===== config.mk =====
export PLATFORM = sky130hd
export DESIGN_NAME = lcd_rect_arbiter
export DESIGN_NICKNAME = d
export VERILOG_FILES = /design/src/rtl/lcd_pkg.sv /design/src/rtl/lcd_rr_arb.sv /design/src/rtl/lcd_rect_arbiter.sv
export SDC_FILE = /design/constraint.sdc
export NUM_CORES = 1
export LEC_CHECK = 0
export BUFFER_PORTS_ARGS = -buffer_cell sky130_fd_sc_hd__buf_2
export CORE_MARGIN = 8
export CORE_UTILIZATION = 40
export CTS_CLUSTER_DIAMETER = 40
export CTS_CLUSTER_SIZE = 24
export DETAILED_ROUTE_END_ITERATION = 12
export SLEW_MARGIN = 20
export SYNTH_ARGS = -nofsm -noshare
export SYNTH_HDL_FRONTEND = slang
export SYNTH_SLANG_ARGS = --single-unit

===== constraint.sdc =====
create_clock -name clk -period 8.8 [get_ports clk]
set_clock_uncertainty 0.2 [all_clocks]
set_input_delay 1.32 -clock clk [delete_from_list [all_inputs] [get_ports clk]]
set_output_delay 1.32 -clock clk [all_outputs]
set_load 0.05 [all_outputs]

===== src/rtl/lcd_pkg.sv =====
// Shared types and constants for the LCD rectangle-fill arbiter.
package lcd_pkg;

  localparam logic [7:0] CMD_CASET = 8'h2A;
  localparam logic [7:0] CMD_RASET = 8'h2B;
  localparam logic [7:0] CMD_RAMWR = 8'h2C;

  localparam int unsigned COORD_W = 8;
  localparam int unsigned COLOR_W = 16;
  localparam int unsigned RECT_W  = 4 * COORD_W + COLOR_W;
  localparam int unsigned HDR_LEN = 11;

  // One requester's slice of req_data, x0 in the MSBs and color in the LSBs.
  typedef struct packed {
    logic [COORD_W-1:0] x0;
    logic [COORD_W-1:0] y0;
    logic [COORD_W-1:0] x1;
    logic [COORD_W-1:0] y1;
    logic [COLOR_W-1:0] color;
  } rect_t;

  typedef enum logic [2:0] {
    ST_IDLE,
    ST_CHECK,
    ST_HDR,
    ST_PIX_HI,
    ST_PIX_LO,
    ST_FIN
  } state_e;

endpackage


===== src/rtl/lcd_rr_arb.sv =====
// Combinational round-robin pick: first asserted request at or after the pointer.
module lcd_rr_arb #(
  parameter int unsigned N_REQ = 2
) (
  input  logic [N_REQ-1:0] req_i,
  input  logic [1:0]       ptr_i,
  output logic [1:0]       gnt_idx_c_o,
  output logic             any_c_o
);

  localparam logic [2:0] NR = 3'(N_REQ);

  logic [3:0] req4;
  logic [2:0] sum;
  logic [1:0] idx;

  assign req4 = 4'(req_i);

  // Walk offsets from farthest to nearest so the nearest valid requester wins.
  always_comb begin
    gnt_idx_c_o = '0;
    any_c_o     = 1'b0;
    sum         = '0;
    idx         = '0;
    for (int k = N_REQ - 1; k >= 0; k--) begin
      sum = 3'(ptr_i) + 3'(k);
      idx = (sum >= NR) ? 2'(sum - NR) : 2'(sum);
      if (req4[idx]) begin
        gnt_idx_c_o = idx;
        any_c_o     = 1'b1;
      end
    end
  end

endmodule


===== src/rtl/lcd_rect_arbiter.sv =====
// Round-robin arbiter that turns granted rectangle fills into ST7789 window
// draws (CASET, RASET, RAMWR, solid pixels) for a downstream byte serializer.
module lcd_rect_arbiter
  import lcd_pkg::*;
#(
  parameter int unsigned N_REQ = 2,
  parameter int unsigned LCD_W = 240,
  parameter int unsigned LCD_H = 135,
  parameter int unsigned X_OFS = 40,
  parameter int unsigned Y_OFS = 53
) (
  input  logic                    clk,
  input  logic                    resetn,
  input  logic                    init_done,
  input  logic [N_REQ-1:0]        req_valid,
  input  logic [N_REQ*RECT_W-1:0] req_data,
  output logic [N_REQ-1:0]        req_ready,
  output logic                    tx_valid,
  input  logic                    tx_ready,
  output logic [7:0]              tx_byte,
  output logic                    tx_dc,
  output logic                    busy,
  output logic                    done,
  output logic [1:0]              done_id,
  output logic                    err
);

  localparam logic [8:0] LCD_W9 = 9'(LCD_W);
  localparam logic [8:0] LCD_H9 = 9'(LCD_H);
  localparam logic [2:0] NR3    = 3'(N_REQ);

  state_e           state_q, state_d;
  logic [1:0]       rr_ptr_q, rr_ptr_d;
  logic [1:0]       gnt_q, gnt_d;
  rect_t            rect_q, rect_d;
  logic [15:0]      pix_cnt_q, pix_cnt_d;
  logic [3:0]       hdr_idx_q, hdr_idx_d;
  logic [N_REQ-1:0] req_ready_q, req_ready_d;
  logic             tx_valid_q, tx_valid_d;
  logic [7:0]       tx_byte_q, tx_byte_d;
  logic             tx_dc_q, tx_dc_d;
  logic             busy_q, busy_d;
  logic             done_q, done_d;
  logic [1:0]       done_id_q, done_id_d;
  logic             err_q, err_d;

  logic [1:0]  gnt_idx_c;
  logic        any_c;
  rect_t       req_rect [4];
  logic [15:0] xs_c, xe_c, ys_c, ye_c;
  logic [7:0]  hdr_byte_c;
  logic        hdr_dc_c;
  logic        reject_c;
  logic [8:0]  w_c, h_c;
  logic [2:0]  gnt_inc_c;

  lcd_rr_arb #(.N_REQ(N_REQ)) u_rr_arb (
    .req_i       (req_valid),
    .ptr_i       (rr_ptr_q),
    .gnt_idx_c_o (gnt_idx_c),
    .any_c_o     (any_c)
  );

  // Unpack requesters into a power-of-two array so a 2-bit grant indexes it cleanly.
  for (genvar i = 0; i < 4; i++) begin : g_rect
    if (i < N_REQ) begin : g_used
      assign req_rect[i] = rect_t'(req_data[i*RECT_W +: RECT_W]);
    end else begin : g_pad
      assign req_rect[i] = '0;
    end
  end

  assign xs_c      = 16'(rect_q.x0) + 16'(X_OFS);
  assign xe_c      = 16'(rect_q.x1) + 16'(X_OFS);
  assign ys_c      = 16'(rect_q.y0) + 16'(Y_OFS);
  assign ye_c      = 16'(rect_q.y1) + 16'(Y_OFS);
  assign w_c       = 9'(rect_q.x1) - 9'(rect_q.x0) + 9'd1;
  assign h_c       = 9'(rect_q.y1) - 9'(rect_q.y0) + 9'd1;
  assign gnt_inc_c = 3'(gnt_q) + 3'd1;
  assign reject_c  = (rect_q.x0 > rect_q.x1) || (rect_q.y0 > rect_q.y1) ||
                     ({1'b0, rect_q.x1} >= LCD_W9) || ({1'b0, rect_q.y1} >= LCD_H9);

  // Window header byte selected by hdr_idx_q.
  always_comb begin
    hdr_byte_c = 8'h00;
    hdr_dc_c   = 1'b1;
    case (hdr_idx_q)
      4'd0:    begin hdr_byte_c = CMD_CASET; hdr_dc_c = 1'b0; end
      4'd1:    hdr_byte_c = xs_c[15:8];
      4'd2:    hdr_byte_c = xs_c[7:0];
      4'd3:    hdr_byte_c = xe_c[15:8];
      4'd4:    hdr_byte_c = xe_c[7:0];
      4'd5:    begin hdr_byte_c = CMD_RASET; hdr_dc_c = 1'b0; end
      4'd6:    hdr_byte_c = ys_c[15:8];
      4'd7:    hdr_byte_c = ys_c[7:0];
      4'd8:    hdr_byte_c = ye_c[15:8];
      4'd9:    hdr_byte_c = ye_c[7:0];
      4'd10:   begin hdr_byte_c = CMD_RAMWR; hdr_dc_c = 1'b0; end
      default: ;
    endcase
  end

  always_comb begin
    state_d     = state_q;
    rr_ptr_d    = rr_ptr_q;
    gnt_d       = gnt_q;
    rect_d      = rect_q;
    pix_cnt_d   = pix_cnt_q;
    hdr_idx_d   = hdr_idx_q;
    req_ready_d = '0;
    tx_valid_d  = tx_valid_q;
    tx_byte_d   = tx_byte_q;
    tx_dc_d     = tx_dc_q;
    busy_d      = 1'b0;
    done_d      = 1'b0;
    done_id_d   = done_id_q;
    err_d       = 1'b0;
    case (state_q)
      ST_IDLE: begin
        if (init_done && any_c) begin
          gnt_d       = gnt_idx_c;
          rect_d      = req_rect[gnt_idx_c];
          req_ready_d = N_REQ'(4'b0001 << gnt_idx_c);
          state_d     = ST_CHECK;
        end
      end
      ST_CHECK: begin
        if (reject_c) begin
          done_d    = 1'b1;
          err_d     = 1'b1;
          done_id_d = gnt_q;
          state_d   = ST_IDLE;
        end else begin
          pix_cnt_d = 16'(w_c) * 16'(h_c);
          hdr_idx_d = '0;
          state_d   = ST_HDR;
        end
      end
      // The presented byte is replaced when the register is empty or being accepted.
      ST_HDR: begin
        if (!tx_valid_q || tx_ready) begin
          tx_valid_d = 1'b1;
          if (hdr_idx_q == 4'(HDR_LEN)) begin
            tx_byte_d = rect_q.color[15:8];
            tx_dc_d   = 1'b1;
            state_d   = ST_PIX_HI;
          end else begin
            tx_byte_d = hdr_byte_c;
            tx_dc_d   = hdr_dc_c;
            hdr_idx_d = hdr_idx_q + 4'd1;
          end
        end
      end
      ST_PIX_HI: begin
        if (tx_valid_q && tx_ready) begin
          tx_byte_d = rect_q.color[7:0];
          state_d   = ST_PIX_LO;
        end
      end
      ST_PIX_LO: begin
        if (tx_valid_q && tx_ready) begin
          pix_cnt_d = pix_cnt_q - 16'd1;
          if (pix_cnt_q == 16'd1) begin
            tx_valid_d = 1'b0;
            state_d    = ST_FIN;
          end else begin
            tx_byte_d = rect_q.color[15:8];
            state_d   = ST_PIX_HI;
          end
        end
      end
      ST_FIN: begin
        done_d    = 1'b1;
        done_id_d = gnt_q;
        rr_ptr_d  = (gnt_inc_c >= NR3) ? 2'd0 : 2'(gnt_inc_c);
        state_d   = ST_IDLE;
      end
      default: state_d = ST_IDLE;
    endcase
    busy_d = (state_d != ST_IDLE);
  end

  always_ff @(posedge clk or negedge resetn) begin
    if (!resetn) begin
      state_q     <= ST_IDLE;
      rr_ptr_q    <= '0;
      gnt_q       <= '0;
      rect_q      <= '0;
      pix_cnt_q   <= '0;
      hdr_idx_q   <= '0;
      req_ready_q <= '0;
      tx_valid_q  <= 1'b0;
      tx_byte_q   <= '0;
      tx_dc_q     <= 1'b0;
      busy_q      <= 1'b0;
      done_q      <= 1'b0;
      done_id_q   <= '0;
      err_q       <= 1'b0;
    end else begin
      state_q     <= state_d;
      rr_ptr_q    <= rr_ptr_d;
      gnt_q       <= gnt_d;
      rect_q      <= rect_d;
      pix_cnt_q   <= pix_cnt_d;
      hdr_idx_q   <= hdr_idx_d;
      req_ready_q <= req_ready_d;
      tx_valid_q  <= tx_valid_d;
      tx_byte_q   <= tx_byte_d;
      tx_dc_q     <= tx_dc_d;
      busy_q      <= busy_d;
      done_q      <= done_d;
      done_id_q   <= done_id_d;
      err_q       <= err_d;
    end
  end

  assign req_ready = req_ready_q;
  assign tx_valid  = tx_valid_q;
  assign tx_byte   = tx_byte_q;
  assign tx_dc     = tx_dc_q;
  assign busy      = busy_q;
  assign done      = done_q;
  assign done_id   = done_id_q;
  assign err       = err_q;

endmodule


==> results of run 1 <==
==> flip-flops by register name, summed over array words and instances (netlist names) <==
register	cells
req_ready	2
err	1
gnt_q	2
tx_byte	8
done	1
tx_dc	1
tx_valid	1
hdr_idx_q	4
busy	1
done_id	2
rr_ptr_q	2
rect_q	48
state_q	3
pix_cnt_q	16
==> placed cells by master, fill, tap and decap left out, types with 4 or more instances in the layout <==
cell	Yosys	layout
and2_1	12	12
or2_2	12	12
clkbuf_16	0	9
buf_2	1	117
nor2_1	95	94
nand2_1	52	52
o21a_1	7	7
a21boi_0	4	4
buf_4	0	6
ha_1	87	87
o211ai_1	5	5
fa_1	53	53
a32oi_1	6	6
nand4_1	6	6
a222oi_1	54	54
nor3_1	15	15
a211oi_1	6	6
nor2b_1	10	10
nand2b_1	17	17
nor3b_1	6	6
a22oi_1	5	5
xnor2_1	30	30
a21o_1	14	14
xor2_1	11	11
inv_1	185	185
o21ai_0	60	60
a21oi_1	47	47
o22ai_1	6	6
a31oi_1	6	6
nand3_1	14	14
dfrtp_1	92	92
==> Yosys cell counts, drive strengths merged (11+ instances only) <==
cell type / count / area share (%)
a21o: 14 / 1.2
a21oi: 47 / 2.7
a222oi: 54 / 6.2
and2: 13 / 0.94
clkbuf: 35 / 1.5
dfrtp: 92 / 27
fa: 53 / 12
ha: 87 / 13
inv: 185 / 8.0
nand2: 52 / 2.2
nand2b: 17 / 1.2
nand3: 14 / 0.81
nor2: 96 / 4.2
nor2b: 11 / 0.88
nor3: 15 / 0.86
o21ai: 63 / 3.6
or2: 12 / 0.86
xnor2: 30 / 3.0
xor2: 11 / 1.1
==> metrics by stage <==
step / std cells / util (%) / setup slack (ps)
detailed placement: 1368 / 44.3 / 1600
global placement: 1368 / 44.3 / 1900
finish: 1385 / 45.7 / 1620
CTS: 1384 / 45.7 / 1570
global route: 1385 / 45.7 / 1070
floorplan: 1002 / - / 2340
==> layer usage <==
| metal | vias to the layer above | wire length (um) | global-route usage, % |
|---|---|---|---|
| li1 | 3640 | - | - |
| met1 | 3542 | 11100 | 24.4 |
| met2 | 185 | 10700 | 28.4 |
| met3 | 33 | 997 | 3.53 |
| met4 | 0 | 444 | 4.80 |
| met5 | - | 0 | 0 |
==> cell type report <==
class,instances,area [sq um],area share (%)
Sequential cell,92,2300,23.4
Clock buffer,9,225,2.28
Timing Repair Buffer,124,651,6.60
Inverter,185,694,7.04
Clock inverter,7,72.6,0.736
Multi-Input combinational cell,688,5560,56.4
Tap cell,280,350,3.55
==> path summary, 6_finish.rpt <==
check	from	end	slack [ps]	cells past startpoint
min reg2reg	gnt_q[0]	gnt_q[0]	280	1
min	gnt_q[0]	gnt_q[0]	280	1
max	rect_q[25]	pix_cnt_q[15]	1620	26
max reg2reg	rect_q[25]	pix_cnt_q[15]	1620	26
max in group asynchronous	resetn	rect_q[47]	6530	2
min in group asynchronous	resetn	pix_cnt_q[8]	620	1
==> logic make-up after synthesis <==
logic type                 Yosys count
AOI/OAI and AO/OA                  247
xor gates and xnor gates            41
adders and majority gates          140
buffers and inverters              222
DFF                                 92
muxes                                3
and+or+nand+nor                    257
==> results_dict.tcl, run 1 <==
set metrics [dict create \
    outcome "finished clean" \
    cp_slowest_stage_delay_ps 830 \
    core_sq_um 21600 \
    fin_setup_tns_ps 0 \
    clkTransAtPathRegs_ps 80 \
    maxSlewViolCount 0 \
    start_kind "flop" \
    pin_count 119 \
    vias 7400 \
    port_buffers 118 \
    critPathCaptureType "flop" \
    syn_nets 1244 \
    antennaDiodeCount 0 \
    final_hold_viol_count 0 \
    post-cts-setup-buffers 0 \
    critPathTopFamily "adder cells" \
    cp_data_arrival_time_ps 7210 \
    async_flop_share_pct 100 \
    yosysUniqueCellTypes 59 \
    grt_usage_pct 17.9 \
    start_util_pct 40.3 \
    fmax_ghz 0.139 \
    drive_above_1_share_pct 14.7 \
    hpwl_um 18600 \
    first_global_vias 7591 \
    cap_violations 0 \
    worstMarginPinSlew_ps 1010 \
    synth_xor_area_share_pct 4.14 \
    clock_latency_ps 350 \
    grt_overflow 0 \
    crit_top_cell "inv_1" \
    criticalPathCategory "reg -> reg" \
    synth-main-ff-cell "dfrtp_1" \
    synth_edf_count 0 \
    nNetsFinal 1342 \
    grt_max_degree 78 \
    synthMuxAreaShare_pct 0.360 \
    grt_pass1_wl_um 38900 \
    dpl-instance-area_sq_um 9540 \
    cts_buffers 9 \
    synth_compound_area_share_pct 20.4 \
    cts_tree "yes" \
    yosysSeqAreaShare_pct 26.5 \
    antenna_found_initial 0 \
    synthSimpleGateAreaFrac_pct 14.3 \
    wl_per_cell_um 16.8 \
    fin_crit_sh_pct 81.6 \
    setup_violations 0 \
    die_area_sq_um 26700 \
    cp_data_required_time_ps 8830 \
    die_x_um 163 \
    syn_avg_cell_area_sq_um 8.66 \
    final_area_sq_um 9860 \
    postSynthCellCount 1002 \
    h-tree-depth 3 \
    rsz0062_at_grt "no" \
    cts_hold_buf 0 \
    cp.buffers_inverters 7 \
    hold_path.class "reg -> reg" \
    yosys_warnings 0 \
    ys_ff_latch 92 \
    row_count 54 \
    slew_headroom_pct 32.6 \
    drc 0 \
    synth_top_family_by_area "adder cells" \
    synth_adder_area_share_pct 24.8 \
    whs_ps 280 \
    finalCriticalPeriod_ps 7180 \
    gp_congestion 0.905 \
    synth_area_sq_um 8680 \
    cp_max_fo 7 \
    routed_wl_um 23200 \
    die_h_um 163 \
    nFillCells 2134 \
    via_per_inst 5.34 \
    antenna_left 0 \
    drt_iter0_drc 652 \
    clock-sinks 92 \
    area_delta_synth_final_pct 13.6 \
    firstDrtPassIters 9 \
    root_buffer "clkbuf_16" \
    cp_slowest_cell "a311oi_1" \
    clock_path_buffers 2 \
    cts_resized 0 \
]
Power of run 1 is not shown: default switching activity piles up to over one toggle a cycle in this logic, so the estimate is an artifact.
==> inputs of run 2 (changes only) <==
==> constraint.sdc (replaced) <==
create_clock -name clk -period 6.5 [get_ports clk]
set_clock_uncertainty 0.2 [all_clocks]
set_input_delay 0.975 -clock clk [delete_from_list [all_inputs] [get_ports clk]]
set_output_delay 0.975 -clock clk [all_outputs]
set_load 0.05 [all_outputs]
==> run 2 against run 1 <==
  * Non-clock buffer count up 45
  * Core utilization up 2.2 points
  * Cell count up 3.2%
  * Clock-buffer cell count unchanged
  * Largest cell class unchanged
  * Maximum frequency up 16%
  * Setup slack worse by 1300 ps
  * Die area unchanged
  * Register-to-register slack worse by 1300 ps
==> results_dict.tcl, run 2 (same netlist as run 1, synthesis figures left out) <==
set metrics [dict create \
    outcome "finished clean" \
    h-tree-depth 3 \
    cts_tree "yes" \
    start_util_pct 40.3 \
    antennaDiodeCount 0 \
    dpl-instance-area_sq_um 9870 \
    final_common_cell "inv_1" \
    rrSetupSlack_ps 300 \
    fmax_ghz 0.161 \
    cts_buffers 9 \
    top_register "rect_q" \
    antenna_found_initial 0 \
    via_per_inst 5.39 \
    fin_crit_sh_pct 95.4 \
    largest_register_ffs 48 \
    worstSetupStartpoint "rect_q[25]" \
    drt_iter0_drc 717 \
    crit_top_cell "inv_1" \
    area_delta_synth_final_pct 19.0 \
    r2r_start "rect_q[25]" \
    nNetsFinal 1387 \
    setup_violations 0 \
    worstMarginPinSlew_ps 1080 \
    vias 7713 \
    grt_usage_pct 18.3 \
    grt_overflow 0 \
    row_count 54 \
    root_buffer "clkbuf_16" \
    pin_count 119 \
    cp_data_required_time_ps 6520 \
    die_x_um 163 \
    maxSlewViolCount 0 \
    clock_path_buffers 2 \
    die_h_um 163 \
    criticalPathCategory "reg -> reg" \
    firstDrtPassIters 10 \
    first_global_vias 7851 \
    port_buffers 118 \
    stdcell_count 1430 \
    cp.buffers_inverters 7 \
    finalCriticalPeriod_ps 6200 \
    nFillCells 2103 \
    cp_data_arrival_time_ps 6230 \
    antenna_left 0 \
    cp_max_fo 4 \
    cts_hold_buf 0 \
    drc 0 \
    critPathCaptureType "flop" \
    wl_per_cell_um 16.9 \
    hold_path.class "reg -> reg" \
    cp_slowest_cell "fa_1" \
    gp_congestion 1.03 \
    final_area_sq_um 10300 \
    hpwl_um 19900 \
    start_kind "flop" \
    core_sq_um 21600 \
    hp-start "gnt_q[0]" \
    cap_violations 0 \
    clkTransAtPathRegs_ps 70 \
    grt_pass1_wl_um 39700 \
    cp_slowest_stage_delay_ps 520 \
    critPathTopFamily "adder cells" \
    whs_ps 285 \
    routed_wl_um 24200 \
    final_cell_mix "inv_1, buf_2, nor2_1, dfrtp_1, ha_1" \
    clock-sinks 92 \
    grt_max_degree 64 \
    clock_latency_ps 360 \
    final_hold_viol_count 0 \
    slew_headroom_pct 27.6 \
    dp_cells 1412 \
    die_area_sq_um 26700 \
    drive_above_1_share_pct 19.9 \
]
-- run 2: final timing paths --
path,to,cells past startpoint
worst min-delay path,gnt_q[0],1
worst max-delay path,pix_cnt_q[14],26
worst min register to register,gnt_q[0],1
min in group asynchronous,pix_cnt_q[14],1
worst max register to register,pix_cnt_q[14],26
max in group asynchronous,rect_q[47],2
-- run 2: metal layers --
| metal | track usage [%] | wire (um) |
|---|---|---|
| met5 | 0 | 0 |
| met4 | 6.38 | 609 |
| met3 | 3.25 | 1200 |
| met2 | 29.4 | 11300 |
| met1 | 24.5 | 11100 |
-- run 2: metrics by stage --
step | utilization (%) | TNS (ps) | setup slack, ps
CTS | 47.3 | 0 | 12.4
detailed placement | 45.8 | -86.9 | -70.3
floorplan | - | 0 | 41.4
global placement | 45.8 | 0 | 33.7
global route | 47.9 | -11.3 | -6.92
finish | 47.9 | 0 | 296
-- run 2: layout make-up --
type | instances | area [sq um] | area share, %
repair buffers | 169 | 976 | 9.45
well taps | 280 | 350 | 3.39
clock inverters | 7 | 88.8 | 0.860
clock buffers | 9 | 225 | 2.18
multi-input cells | 688 | 5690 | 55.1
inverters | 185 | 694 | 6.72
flip-flops and latches | 92 | 2300 | 22.3
-- run 2: repair_timing --
| action | in CTS | in global routing |
|---|---|---|
| setup endpoints to repair | 2 | 8 |
| gates resized for setup | 2 | 28 |
| setup buffers | 0 | 2 |
| pin swaps | 0 | 8 |
-- run 2: worst register-to-register path, delay by kind of cell, from the launching register on --
| family | cells | cell delay (ps) |
|---|---|---|
| buffers and inverters | 7 | 510 |
| adders and majority gates | 8 | 3100 |
| AOI/OAI and AO/OA | 7 | 1240 |
| muxes | 1 | 120 |
| DFF | 1 | 350 |
| and+or+nand+nor | 3 | 540 |
Power of run 2 is left out for the same reason.
